--- src/rtl/gamepad_pkg.sv ---
// Shared definitions for the serial gamepad poller:
// FSM state encodings and default parameter values.
package gamepad_pkg;

   typedef enum logic [2:0] {
      ST_IDLE  = 3'd0,
      ST_LATCH = 3'd1,
      ST_PHI   = 3'd2,
      ST_PLO   = 3'd3,
      ST_DONE  = 3'd4
   } padState_t;

   localparam int DEF_NUM_PADS      = 2;
   localparam int DEF_BUTTONS       = 8;
   localparam int DEF_CLK_DIV       = 600;
   localparam int DEF_POLL_INTERVAL = 200000;

endpackage

--- src/rtl/gamepad_tick_gen.sv ---
// Protocol tick divider: counts 0..CLK_DIV-1, Tick on the last count.
// Clear restarts the count so every FSM state gets a full period.
module gamepad_tick_gen
   import gamepad_pkg::*;
#(
   parameter int CLK_DIV = DEF_CLK_DIV
) (
   input  logic Clock,
   input  logic Reset,
   input  logic Clear,
   output logic Tick
);

   localparam int CW = (CLK_DIV > 1) ? $clog2(CLK_DIV) : 1;

   logic [CW-1:0] count;

   assign Tick = (count == CW'(CLK_DIV - 1));

   always_ff @(posedge Clock) begin
      if (Reset || Clear || Tick) begin
         count <= '0;
      end else begin
         count <= count + CW'(1);
      end
   end

endmodule

--- src/rtl/gamepad_poller.sv ---
// Multi-pad NES-style latch/pulse poller with snapshot output,
// one-cycle Valid strobe and per-pad change flags.
module gamepad_poller
   import gamepad_pkg::*;
#(
   parameter int NUM_PADS      = DEF_NUM_PADS,
   parameter int BUTTONS       = DEF_BUTTONS,
   parameter int CLK_DIV       = DEF_CLK_DIV,
   parameter int POLL_INTERVAL = DEF_POLL_INTERVAL
) (
   input  logic                        Clock,
   input  logic                        Reset,
   input  logic [NUM_PADS-1:0]         GamePadData,
   input  logic                        Start,
   input  logic                        AutoPoll,
   output logic                        PadLatch,
   output logic                        PadPulse,
   output logic [NUM_PADS*BUTTONS-1:0] ButtonState,
   output logic                        Valid,
   output logic [NUM_PADS-1:0]         Changed,
   output logic                        Busy
);

   localparam int IDX_W = $clog2(BUTTONS);
   localparam int IW    = (POLL_INTERVAL > 1) ? $clog2(POLL_INTERVAL) : 1;
   localparam int SW    = NUM_PADS * BUTTONS;

   padState_t state, nextState;

   logic [NUM_PADS-1:0] padMeta, padSync;
   logic [IW-1:0]       intervalCnt;
   logic                intervalWrap;
   logic                pollReq;
   logic                tick, tickClear;
   logic                sampleEn, lastBit;
   logic [IDX_W-1:0]    bitIdx;
   logic [SW-1:0]       shiftBits, shiftNext;

   assign intervalWrap = (intervalCnt == IW'(POLL_INTERVAL - 1));
   assign pollReq      = Start | (AutoPoll & intervalWrap);
   assign sampleEn     = tick & ((state == ST_LATCH) | (state == ST_PLO));
   assign lastBit      = (bitIdx == IDX_W'(BUTTONS - 1));
   // Holding the divider clear in IDLE gives LATCH exactly CLK_DIV cycles.
   assign tickClear    = (nextState != state) | (state == ST_IDLE);

   gamepad_tick_gen #(
      .CLK_DIV(CLK_DIV)
   ) uTick (
      .Clock(Clock),
      .Reset(Reset),
      .Clear(tickClear),
      .Tick (tick)
   );

   always_comb begin
      nextState = state;
      unique case (state)
         ST_IDLE:  if (pollReq) nextState = ST_LATCH;
         ST_LATCH: if (tick)    nextState = ST_PHI;
         ST_PHI:   if (tick)    nextState = ST_PLO;
         ST_PLO:   if (tick)    nextState = lastBit ? ST_DONE : ST_PHI;
         ST_DONE:               nextState = ST_IDLE;
         default:               nextState = ST_IDLE;
      endcase
   end

   // Pads drive active-low; store as 1 = pressed.
   always_comb begin
      shiftNext = shiftBits;
      if (sampleEn) begin
         for (int p = 0; p < NUM_PADS; p++) begin
            shiftNext[p*BUTTONS + int'(bitIdx)] = ~padSync[p];
         end
      end
   end

   always_ff @(posedge Clock) begin
      if (Reset) begin
         state       <= ST_IDLE;
         padMeta     <= '0;
         padSync     <= '0;
         intervalCnt <= '0;
         bitIdx      <= '0;
         shiftBits   <= '0;
         PadLatch    <= 1'b0;
         PadPulse    <= 1'b0;
         Valid       <= 1'b0;
         Busy        <= 1'b0;
         ButtonState <= '0;
         Changed     <= '0;
      end else begin
         state     <= nextState;
         padMeta   <= GamePadData;
         padSync   <= padMeta;
         shiftBits <= shiftNext;

         intervalCnt <= intervalWrap ? '0 : intervalCnt + IW'(1);

         if (state == ST_IDLE) begin
            bitIdx <= '0;
         end else if (sampleEn) begin
            bitIdx <= bitIdx + IDX_W'(1);
         end

         PadLatch <= (nextState == ST_LATCH);
         PadPulse <= (nextState == ST_PHI);
         Valid    <= (nextState == ST_DONE);
         Busy     <= (nextState != ST_IDLE);

         if ((state == ST_PLO) && (nextState == ST_DONE)) begin
            ButtonState <= shiftNext;
            for (int p = 0; p < NUM_PADS; p++) begin
               Changed[p] <= (shiftNext[p*BUTTONS +: BUTTONS]
                              != ButtonState[p*BUTTONS +: BUTTONS]);
            end
         end
      end
   end

endmodule

--- config.mk ---
export PLATFORM = sky130hd
export DESIGN_NAME = gamepad_poller
export DESIGN_NICKNAME = d
export VERILOG_FILES = /design/src/rtl/gamepad_pkg.sv /design/src/rtl/gamepad_tick_gen.sv /design/src/rtl/gamepad_poller.sv
export SDC_FILE = /design/constraint.sdc
export NUM_CORES = 1
export LEC_CHECK = 0
export CAP_MARGIN = 10
export CORE_ASPECT_RATIO = 1.2
export CORE_MARGIN = 5
export CORE_UTILIZATION = 50
export CTS_CLUSTER_DIAMETER = 40
export DETAILED_ROUTE_END_ITERATION = 16
export PLACE_DENSITY_LB_ADDON = 0.25
export RECOVER_POWER = 50
export SETUP_SLACK_MARGIN = 0.3
export SLEW_MARGIN = 20
export SYNTH_ARGS = -nofsm -noshare
export SYNTH_HDL_FRONTEND = slang
export SYNTH_SLANG_ARGS = --single-unit
--- constraint.sdc ---
create_clock -name Clock -period 3.3 [get_ports Clock]
set_input_delay 0.66 -clock Clock [delete_from_list [all_inputs] [get_ports Clock]]
set_output_delay 0.66 -clock Clock [all_outputs]
set_load 0.03 [all_outputs]
After elaboration in Yosys (flattened, before gate mapping):

Index checks and enable logic that the tools add are counted.

* add/subtract/negate cells: 4
* order comparisons: 4
* equal/unequal tests: 12
* muxes and demuxes: 13
* bitwise operators: 7
* reduce and logical (&&, ||, !) cells: 9

Operator list (number)
* bitwise mux 16 bit: 2
* adder 18 x 1 -> 18 bit (second input constant): 1
* equality test 18 bit (second input constant): 1
* two-way mux 16 bit: 1
* != test 8 bit: 2
* two-way mux 3 bit: 5
* case mux 3 bit (4 select lines): 1
* adder 10 x 1 -> 10 bit (second input constant): 1
* equality test 10 bit (second input constant): 1
* equality test 3 x 2 -> 1 bit (second input constant): 3
* equality test 3 x 1 -> 1 bit (second input constant): 2
* equality test 3 bit (second input constant): 2
* adder 4 x 3 -> 5 bit (first input constant): 1
* greater-or-equal comparator 5 x 1 -> 1 bit (second input constant): 1
* < comparator 3 x 5 -> 1 bit (second input constant): 1
* < comparator 5 bit (second input constant): 1
* demux 1 bit (select 4 bit): 1
* OR reduction 2 bit: 2
* adder 3 x 1 -> 3 bit (second input constant): 1
* demux 1 bit (select 3 bit): 1
* greater-or-equal comparator 3 x 1 -> 1 bit (second input constant): 1
* logical AND 1 bit: 3
* zero test 3 bit: 1
* != test 3 bit: 1
* other kinds (6): 12

* flip-flop bits (word level): 76
* input port bits: 6
* output and inout bits: 22
* logic and storage cells: 62

Logic depth before layout (Yosys ltp):

* depth after elaboration: 9
* gate-level depth with buffers: 9
* depth with buffers taken out: 8

Cells and area by module:

Synthesis repeated with hierarchy kept, for this count alone.

* cells, all modules: 429
* area, all modules: 3674.8 sq um

By module, submodules not included
* gamepad_poller: instances 1, cells an instance 380, area an instance 3238.1 sq um, seq. area each 1321.3 sq um
* gamepad_tick_gen: instances 1, cells an instance 49, area an instance 436.7 sq um, seq. area each 200.2 sq um

Worst setup path after synthesis:

Ideal clock, no wire load.

* kind: reg2reg
* start: register uTick.count[0]
* end: register Changed[1]
* setup time: 131 ps
* arrival: 1846 ps
* data required time: 3169 ps
* setup slack: 1323 ps
* stages on the path, launching flop included: 10
* buffers on the path: 2
* period minus slack after synthesis: 1977 ps
* cells stage by stage: dfxtp_1 > ha_1 > and4b_1 > buf_4 > buf_6 > nand4_2 > a2111oi_2 > o21ai_0 > nor4_1 > nor3_1

* cells in the longest elaborated chain, start to end: 5
* elaborated cells between the ends (all ways): 10
* classes of those cells: 3 x eq/ne; 5 x mux; 1 x bitwise; 1 x reduce/logical

Ends and longest elaborated chain
* start, declared: RTL line gamepad_tick_gen.sv:16 `logic [CW-1:0] count;`
* start signal, assigned: RTL line gamepad_tick_gen.sv:24 `count <= count + CW'(1);`
* equality test 10 bit (*): RTL line gamepad_tick_gen.sv:18 `assign Tick = (count == CW'(CLK_DIV - 1));`
* two-way mux 3 bit, on equally long branches: RTL line gamepad_poller.sv:61, gamepad_poller.sv:59, gamepad_poller.sv:60
* case mux 3 bit (4 select lines): RTL line gamepad_poller.sv:57 `unique case (state)`
* equality test 3 bit: RTL line gamepad_poller.sv:110 `if ((state == ST_PLO) && (nextState == ST_DONE)) begin`
* logical AND 1 bit: RTL line gamepad_poller.sv:110
* end signal, assigned by index: RTL line gamepad_poller.sv:113 `Changed[p] <= (shiftNext[p*BUTTONS +: BUTTONS]`
* end, declared: RTL line gamepad_poller.sv:20 `output logic [NUM_PADS-1:0] Changed,`

Every way passes the cells marked *; elsewhere a longest branch is shown, timed or not.
A chain may end at the register's enable or synchronous reset.

Final worst setup path:

* start: register uTick.count[0]
* end: register ButtonState[14]

* cells in the longest elaborated chain, start to end: 5
* elaborated cells between the ends (all ways): 9
* classes of those cells: 2 x eq/ne; 5 x mux; 1 x bitwise; 1 x reduce/logical

Ends and longest elaborated chain
* equality test 10 bit (*): RTL line gamepad_tick_gen.sv:18
* two-way mux 3 bit, on equally long branches: RTL line gamepad_poller.sv:61, gamepad_poller.sv:59, gamepad_poller.sv:60
* case mux 3 bit (4 select lines): RTL line gamepad_poller.sv:57
* equality test 3 bit: RTL line gamepad_poller.sv:110
* logical AND 1 bit: RTL line gamepad_poller.sv:110
* end signal, assigned: RTL line gamepad_poller.sv:111 `ButtonState <= shiftNext;`
* end, declared: RTL line gamepad_poller.sv:18 `output logic [NUM_PADS*BUTTONS-1:0] ButtonState,`

Marks and branches as above.

==> metrics.md <==
| Metric | Value |
|---|---|
| Biggest area consumer among synthesized cells | `sky130_fd_sc_hd__dfxtp_1` |
| Initial antenna violation count | `0` |
| Worst min-delay path category | `flip-flop to flip-flop` |
| Largest net degree at the start of global routing | `44` |
| Setup repair after global routing missed its margin | `false` |
| Flop and latch count out of synthesis | `76` |
| Fraction of post-synthesis cell area in the top cell type by area | `41.76%` |
| Most frequent standard cell in the layout excluding fill and tap cells | `sky130_fd_sc_hd__nor2_1` |
| Synthesis-to-finish area growth | `12.26%` |
| Number of nets produced by synthesis | `424` |
| CTS root buf | `sky130_fd_sc_hd__clkbuf_8` |
| Resized Gates After CTS | `0` |
| Area after detailed placement | `3936 um2` |
| Worst setup slack for register-to-register paths | `0.66 ns` |
| Via count of the first global-routing pass | `2,816` |
| Final HPWL from detailed placement | `5.513 mm` |
| Cell total after placement | `511` |
| Clock skew after layout | `0.008219 ns` |
| Count of nets left with antenna violations after detail routing | `0` |
| Startpoint types | `flip-flop` |
| Number of warning messages in the yosys log | `0` |
| Clock sink count | `76` |
| Share of final-layout standard cells stronger than drive strength 1 | `7.094%` |
| Core Area | `7189 um2` |
| Timing-limited maximum frequency | `0.3790 GHz` |
| Source-to-sink clock delay at the later pin of the worst-skew pair | `0.36 ns` |
| Global-route wire length before repair | `13.11 mm` |
| Num CTS Buffers | `9` |
| Post-route worst setup slack | `0.6617 ns` |
| P per Cell Area | `405.7 nW/um2` |
| Slew at the pin closest to its max-slew limit | `0.9917 ns` |
| Overall power after layout | `0.001660 W` |
| Max-Cap Viols | `0` |
| Clock transition at the registers of the reported paths | `0.08 ns` |
| CTS tree | `built` |
| Arrival time at the worst endpoint | `2.88 ns` |
| Area of the mapped netlist | `3643 um2` |
| Final max-slew violation count | `0` |
| Detailed Route Iter0 Violations | `108` |
| Sequential area share after synthesis | `41.76%` |
| Kind of critical path | `flip-flop to flip-flop` |
| Clock Path Buffers | `2` |
| Crit share post-route | `79.95%` |
| Run status | `finished clean` |
| Mean instance size in the synthesized netlist | `8.801 um2` |
| Hold violation total from the final report | `0` |
| Post-CTS Repair Setup Buffers | `0` |
| Commonest cells after routing, fill and taps aside | `sky130_fd_sc_hd__nor2_1, sky130_fd_sc_hd__dfxtp_1, sky130_fd_sc_hd__xor2_1` |
| Fin crit period | `2.638 ns` |
| Die area | `9101 um2` |
| Critical path fanouts, max | `23` |
| Share of async-settable or async-resettable flops after synthesis | `0%` |
| Crit path capture type | `flip-flop` |
| Design area | `4090 um2` |
| Initial cell density of the core | `50.68%` |
| Post-CTS Hold Buffers | `0` |
| GRT Util Overall | `18.06%` |
| Total I/O pin count | `28` |
| Total length of routed wires | `7.598 mm` |
| Length of the first detailed-routing pass in iterations | `4` |
| Drt wl/cell | `14.42 um` |
| Most common flop cell mapped by yosys | `sky130_fd_sc_hd__dfxtp_1` |
| Post-placement worst setup slack | `0.6822 ns` |
| Post-route insts no fill | `527` |
| P_leak | `1.558 nW` |
| Residual DRC count | `0` |
| Overall via count from detail_route | `2,919` |
| Average via count per standard cell | `5.539` |
| Y dimension of the die | `103.5 um` |
| Routability congestion estimate | `0.9078` |
| Slew HR | `33.89%` |
| Port Buffers | `27` |
| Post-synth EDFFs | `0` |
| Count of antenna diodes in the layout | `0` |
| Final setup TNS | `0 ns` |
| Max H-tree Level | `3` |
| Die boundary width | `87.93 um` |
| Congestion Overflow GR | `0` |
| Number of nets at the end of the flow | `442` |
| Maximum resistive drop on vdd | `238.8 uV` |
| Number of different library cells in the post-synthesis netlist | `58` |
| Mapped Cells | `414` |
| Total setup violations reported at the end of the flow | `0` |
| Top cells by area in the synthesized netlist | `sky130_fd_sc_hd__dfxtp_1, sky130_fd_sc_hd__nor2_1, sky130_fd_sc_hd__xor2_1` |
| FP Rows | `34` |
| Required time at the endpoint of the critical path | `3.54 ns` |
==> cells by family (layout without fill, tap and decap cells) <==
| family | count (synthesis) | count (layout) | share of synthesized area, % |
|---|---|---|---|
| flip-flops | 76 | 76 | 41.76 |
| XOR/XNOR | 42 | 42 | 10.10 |
| buffers and inverters | 27 | 50 | 3.572 |
| adder cells (fa/ha/maj) | 4 | 4 | 1.374 |
| AO/OA/AOI/OAI | 54 | 54 | 10.17 |
| multiplexers | 10 | 10 | 3.091 |
| AND/OR/NAND/NOR | 201 | 201 | 29.95 |
==> critical path: stages, from the launching register on <==
cell and delay (ns):
sky130_fd_sc_hd__dfxtp_1 0.37, sky130_fd_sc_hd__ha_1 0.22, sky130_fd_sc_hd__and4b_1 0.51, sky130_fd_sc_hd__nand3_1 0.36
sky130_fd_sc_hd__nor3_4 0.45, sky130_fd_sc_hd__buf_4 0.34, sky130_fd_sc_hd__mux2i_1 0.21, sky130_fd_sc_hd__nor2_1 0.05
==> layer usage <==
metal | track usage, % | vias to the layer above | routed length (um)
met5 | 0 | - | 0
met4 | 8.224 | 0 | 108
met3 | 4.607 | 13 | 293
met2 | 29.58 | 60 | 3821
met1 | 21.78 | 1357 | 3376
li1 | - | 1489 | -
==> cell usage after synthesis, types with 3 or more instances <==
master and n:
sky130_fd_sc_hd__nor2_1 89, sky130_fd_sc_hd__dfxtp_1 76, sky130_fd_sc_hd__xor2_1 25, sky130_fd_sc_hd__nand2_1 17
sky130_fd_sc_hd__xnor2_1 17, sky130_fd_sc_hd__nand3_1 16, sky130_fd_sc_hd__a211oi_1 15, sky130_fd_sc_hd__nand4_1 14
sky130_fd_sc_hd__a21oi_1 12, sky130_fd_sc_hd__clkbuf_1 11, sky130_fd_sc_hd__mux2i_1 9, sky130_fd_sc_hd__buf_2 8
sky130_fd_sc_hd__nor2b_1 8, sky130_fd_sc_hd__nor3_1 8, sky130_fd_sc_hd__and3_1 7, sky130_fd_sc_hd__o21ai_0 6
sky130_fd_sc_hd__inv_1 5, sky130_fd_sc_hd__ha_1 4, sky130_fd_sc_hd__nand2b_1 4, sky130_fd_sc_hd__nand3b_1 4
sky130_fd_sc_hd__nor4_1 4, sky130_fd_sc_hd__a31oi_1 3, sky130_fd_sc_hd__and4b_1 3, sky130_fd_sc_hd__o2111ai_1 3
sky130_fd_sc_hd__or2_2 3, sky130_fd_sc_hd__or3_1 3
==> sequential cells by signal, indices dropped and copies added, names as in the netlist <==
| name | cells |
|---|---|
| PadPulse | 1 |
| state | 3 |
| bitIdx | 3 |
| ButtonState | 16 |
| uTick.count | 10 |
| shiftBits | 16 |
| Busy | 1 |
| PadLatch | 1 |
| padMeta | 2 |
| intervalCnt | 18 |
| Changed | 2 |
| padSync | 2 |
| Valid | 1 |
==> power breakdown <==
part	internal, W	switching (W)
Sequential	0.000926	0.0000147
Combinational	0.0000244	0.0000357
Clock	0.000315	0.000344
==> final cells by class <==
type | count | area, um2
fill | 659 | 3099
sequential | 76 | 1521
multi-input combinational | 311 | 1966
inverter | 5 | 18.77
clock inverter | 5 | 35.03
timing repair buffer | 29 | 285.3
tap | 90 | 112.6
clock buffer | 11 | 151.4
==> per-stage QoR <==
| step | hold slack, ns | util [%] |
|---|---|---|
| after floorplan | 0.4138 | - |
| after CTS | 0.4374 | 57.34 |
| after global placement | 0.4177 | 54.75 |
| after detailed placement | 0.4285 | 54.75 |
| final | 0.4368 | 56.89 |
| after global routing | 0.4578 | 56.89 |
==> worst paths after layout <==
kind | startpoint | end | cells after the start
worst min-delay path | padMeta[1] | padSync[1] | 1
worst max register to register | uTick.count[0] | ButtonState[14] | 7
worst min register to register | padMeta[1] | padSync[1] | 1
worst max-delay path | uTick.count[0] | ButtonState[14] | 7
(Power assumes the default switching activity.)
